<file path="config.mk">
export PLATFORM = sky130hd
export DESIGN_NAME = mem_port_arbiter
export DESIGN_NICKNAME = d
export VERILOG_FILES = /design/src/rtl/mem_port_arbiter.sv
export SDC_FILE = /design/constraint.sdc
export NUM_CORES = 1
export LEC_CHECK = 0
export CORE_ASPECT_RATIO = 0.75
export CORE_MARGIN = 2
export CORE_UTILIZATION = 19
export CTS_CLUSTER_SIZE = 14
export DETAILED_ROUTE_END_ITERATION = 16
export PLACE_DENSITY = 0.78
export SLEW_MARGIN = 30
export SYNTH_ARGS = -nofsm -noshare
export SYNTH_HDL_FRONTEND = slang
export SYNTH_SLANG_ARGS = --single-unit
</file>
<file path="constraint.sdc">
create_clock -name clk -period 1.6 [get_ports clk]
set_clock_uncertainty 0.1 [all_clocks]
set_input_delay 0.32 -clock clk [delete_from_list [all_inputs] [get_ports clk]]
set_output_delay 0.32 -clock clk [all_outputs]
set_load 0.05 [all_outputs]
</file>
<file path="src/rtl/mem_port_arbiter.sv">
// Arbitrates one shared sync-read memory port between fetch (IF) and data (D).
// Ports: if_* fetch side, d_* data side, mem_* shared memory, d_run_cnt debug.
module mem_port_arbiter #(
  parameter int AWIDTH    = 14,
  parameter int DWIDTH    = 32,
  parameter int MAX_D_RUN = 4
) (
  input  logic              clk,
  input  logic              rst_n,
  input  logic              if_req,
  input  logic [AWIDTH-1:0] if_addr,
  output logic              if_ready,
  output logic              if_rvalid,
  output logic [DWIDTH-1:0] if_rdata,
  input  logic              d_req,
  input  logic [3:0]        d_we,
  input  logic [AWIDTH-1:0] d_addr,
  input  logic [DWIDTH-1:0] d_wdata,
  output logic              d_ready,
  output logic              d_rvalid,
  output logic [DWIDTH-1:0] d_rdata,
  output logic              mem_en,
  output logic [3:0]        mem_we,
  output logic [AWIDTH-1:0] mem_addr,
  output logic [DWIDTH-1:0] mem_din,
  input  logic [DWIDTH-1:0] mem_dout,
  input  logic              mem_ready,
  output logic [3:0]        d_run_cnt
);

  localparam logic [3:0] MAX_CNT = 4'(MAX_D_RUN);

  typedef enum logic [1:0] {
    R_NONE,
    R_IF,
    R_D
  } resp_t;

  resp_t      resp_q;
  resp_t      resp_d;
  logic [3:0] cnt_q;
  logic [3:0] cnt_d;
  logic       gnt_if;
  logic       gnt_d;

  always_ff @(posedge clk or negedge rst_n) begin
    if (!rst_n) begin
      resp_q <= R_NONE;
      cnt_q  <= 4'd0;
    end else begin
      resp_q <= resp_d;
      cnt_q  <= cnt_d;
    end
  end

  always_comb begin
    gnt_if = 1'b0;
    gnt_d  = 1'b0;
    if (rst_n && mem_ready) begin
      if (if_req && d_req) begin
        // D has priority until IF has waited MAX_D_RUN grants.
        if (cnt_q >= MAX_CNT) gnt_if = 1'b1;
        else                  gnt_d  = 1'b1;
      end else if (if_req) begin
        gnt_if = 1'b1;
      end else if (d_req) begin
        gnt_d = 1'b1;
      end
    end
  end

  always_comb begin
    resp_d = R_NONE;
    cnt_d  = cnt_q;
    unique case (1'b1)
      gnt_if:  resp_d = R_IF;
      gnt_d:   resp_d = (d_we == 4'd0) ? R_D : R_NONE;
      default: resp_d = R_NONE;
    endcase
    if (gnt_if || !if_req) begin
      cnt_d = 4'd0;
    end else if (gnt_d && cnt_q < MAX_CNT) begin
      cnt_d = cnt_q + 4'd1;
    end
  end

  always_comb begin
    if_ready = gnt_if;
    d_ready  = gnt_d;
    mem_en   = gnt_if | gnt_d;
    mem_we   = 4'd0;
    mem_addr = if_addr;
    mem_din  = '0;
    if (gnt_d) begin
      mem_we   = d_we;
      mem_addr = d_addr;
      mem_din  = d_wdata;
    end
  end

  assign if_rvalid = (resp_q == R_IF);
  assign d_rvalid  = (resp_q == R_D);
  assign if_rdata  = mem_dout;
  assign d_rdata   = mem_dout;
  assign d_run_cnt = cnt_q;

endmodule

</file>
==> impl_metrics.json, run 1 <==
{
  "synthTopCellsByArea": "buf_4, and2_1, mux2_4",
  "postLayoutCoreUtil_pct": 48.3,
  "synth-xor-area-share_pct": 0,
  "ys_top_cells_by_count": "buf_4, and2_1, mux2_4, dfrtp_1",
  "core_area_sq_mm": 0.00638,
  "yosysWarnings": 0,
  "htree_levels": 1,
  "ios": 224,
  "holdCritPathClass": "primary input to asynchronous set/reset pin",
  "overflow": 0,
  "cellPowerDensity_mw_per_mm2": 378,
  "cts_buffers": 3,
  "peakVddDrop_uv": 283,
  "hold_violations": 0,
  "final_nets": 338,
  "p_clk_share_pct": 19.8,
  "antenna_found_initial": 0,
  "vias_per_cell": 4.01,
  "end_kind": "output pin",
  "cp.arrival_ns": 1.65,
  "area.growth.synth_to_final_pct": 143,
  "drtAntennaViolNets": 0,
  "critPathKind": "register to output pin",
  "die_area_sq_mm": 0.00735,
  "regArea_sq_um": 153,
  "syn_nets": 253,
  "synth_top_flop_cell": "dfrtp_1",
  "status": "complete, but fails checks",
  "tightestPinTransition_ns": 0.215,
  "start_kind": "register",
  "fmax_mhz": 482,
  "relSlewSlack_pct": 85.7,
  "clk_pin_slew_ns": 0.04,
  "synth_top_cell_area_share_pct": 37.9,
  "swShare_pct": 34.2,
  "firstDrtPassIters": 4,
  "syn-cell-area_sq_mm": 0.00127,
  "placedCellCount": 305,
  "ys_types": 23,
  "first_iter_violations": 6,
  "synth-seq-cells": 6,
  "setup_tns_ns": -20.81,
  "pwr-share-seq_pct": 13.5,
  "track_usage_pct": 11.5,
  "intPower_w": 0.000767,
  "rows": 25,
  "maxCapViolCount": 0,
  "rsz0062_at_grt": "yes",
  "vias": 1263,
  "start_util_pct": 19.9,
  "instances_no_fill": 315,
  "multi_input_area_sq_um": 704,
  "synthSimpleGateAreaFrac_pct": 26.8,
  "p_leak_nw": 1.34,
  "synth_compound_area_share_pct": 2.17,
  "root_buffer": "clkbuf_8",
  "cts_max_path_buffers": 2,
  "cts.sinks": 6,
  "die_w_um": 98.3,
  "dp_slack_ns": -0.726,
  "routed_wirelength_um": 4470,
  "yosysMostFrequentCell": "buf_4",
  "syn_area_per_cell_sq_um": 8.39,
  "synthMuxAreaShare_pct": 16.0,
  "grt_pass1_wl_um": 6790,
  "synth_top_family_by_area": "buffers and inverters",
  "place_congestion": 0.805,
  "clkLatencyLatePin_ns": 0.23,
  "synth_cells": 151,
  "cts_tree": "done",
  "period_share_pct": 130,
  "ys_async_sr_fraction_pct": 100,
  "yosys.area_share.adder_pct": 0.987,
  "violations": "negative setup slack",
  "ys_seq_area_share_pct": 11.8,
  "r2r_slack_ns": -0.17,
  "antenna_cells": 0,
  "synth_top_cell_by_area": "buf_4",
  "p_comb_share_pct": 66.7,
  "p_switching_w": 0.000399,
  "route.detailed.drc": 0,
  "layout-drive-gt1-share_pct": 61.5,
  "n_fill_cell": 572,
  "wl_per_cell_um": 14.2,
  "period_minus_slack_ns": 2.07,
  "path_max_fanout": 8,
  "grt_max_degree": 16,
  "io_buffers": 127,
  "synth-edff-count": 0,
  "finalSetupViolations": 53,
  "fp.dieH_um": 74.7,
  "worst_slack_ns": -0.473,
  "cp_data_required_time_ns": 1.18,
  "slew_viol_final": 0,
  "dp_hpwl_um": 3710,
  "grt_pass1_vias": 1355
}
placed cells by master (no fill, tap or decap):
cell type / netlist / final
clkdlybuf4s50_1: 0 / 64
buf_12: 1 / 56
and2_4: 1 / 37
mux2_4: 12 / 14
buf_6: 2 / 11
buf_4: 64 / 10
nand2_1: 4 / 4
dfrtp_1: 6 / 4
dlygate4sd2_1: 0 / 4
buf_8: 0 / 4
clkbuf_8: 0 / 3
and3_4: 0 / 2
and3_1: 4 / 2
nor2b_1: 2 / 2
nand3_1: 2 / 2
a21boi_0: 2 / 2
dfrtp_2: 0 / 2
o21ai_1: 1 / 1
or3b_4: 0 / 1
nor2_1: 2 / 1
nor2_2: 0 / 1
nor4_1: 1 / 1
and2_1: 37 / 1
nor3b_2: 0 / 1
or3_4: 0 / 1
a21boi_1: 1 / 1
ha_1: 1 / 1
buf_16: 0 / 1
registers in the layout, indices dropped and copies added, names as in the netlist:
signal,flops
d_run_cnt,4
resp_q,2
critical path, stage by stage, from the launching register on:
cell and delay, ns:
dfrtp_2 0.39, o21ai_1 0.13, and3_4 0.27, buf_12 0.16, mux2_4 0.32, buf_12 0.15
metrics by stage:
step	area, sq um	total power, W	hold slack [ns]
finish	3080	0.00117	0.0450
global placement	2870	0.000896	0.493
CTS	3040	0.00118	0.0490
global route	3080	0.00121	0.0726
detailed placement	2870	0.000905	0.508
floorplan	1370	0.000907	-0.0756
routing by layer:
metal	track usage [%]	share of wire [%]	vias to the layer above
met5	0	0	-
met4	2.28	0.56	0
met3	6.96	14	6
met2	20.0	50	113
met1	12.3	35	563
li1	-	-	581
logic make-up (layout without fill, tap and decap cells):
group	count (synthesis)	count (layout)
AO/OA/AOI/OAI	4	4
multiplexers	14	14
buffers and inverters	70	153
AND/OR/NAND/NOR	56	56
flip-flops	6	6
adder cells (fa/ha/maj)	1	1
cell type report:
type                       count  area share, %
sequential                     6           4.95
clock buffer                   3           1.34
tap                           81           3.29
multi-input combinational     75           22.8
timing repair buffer         150           67.6
path summary, 6_finish.rpt:
check | start | endpoint | depth (start not counted)
max | d_run_cnt[2] | mem_addr[3] | 5
min | rst_n | resp_q[1] | 2
max reg2reg | d_run_cnt[2] | d_run_cnt[0] | 6
min reg2reg | d_run_cnt[0] | d_run_cnt[0] | 2
max in group asynchronous | rst_n | d_run_cnt[2] | 2
min in group clk | d_run_cnt[0] | d_run_cnt[0] | 2
timing repair:
item,CTS,global route
setup endpoints to repair,54,54
pin swaps,10,2
setup buffers,2,3
resized for setup,27,6
hold buffers,0,0
gates cloned,2,0
power by group through the flow:
stage               Clock, W  Sequential, W  Combinational, W
finish              0.000231       0.000158          0.000777
global route        0.000244       0.000158          0.000809
CTS                 0.000239       0.000157          0.000779
detailed placement         0       0.000159          0.000746
global placement           0       0.000159          0.000737
floorplan                  0       0.000163          0.000744
Note: power is estimated with default switching activity, not from simulation.
==> run 2, diff against run 1 <==
GPL_ROUTABILITY_DRIVEN = 0   (was not set)
==> results of run 2 <==
Same layout as run 1: the final DEF is identical, and so are final timing and power.
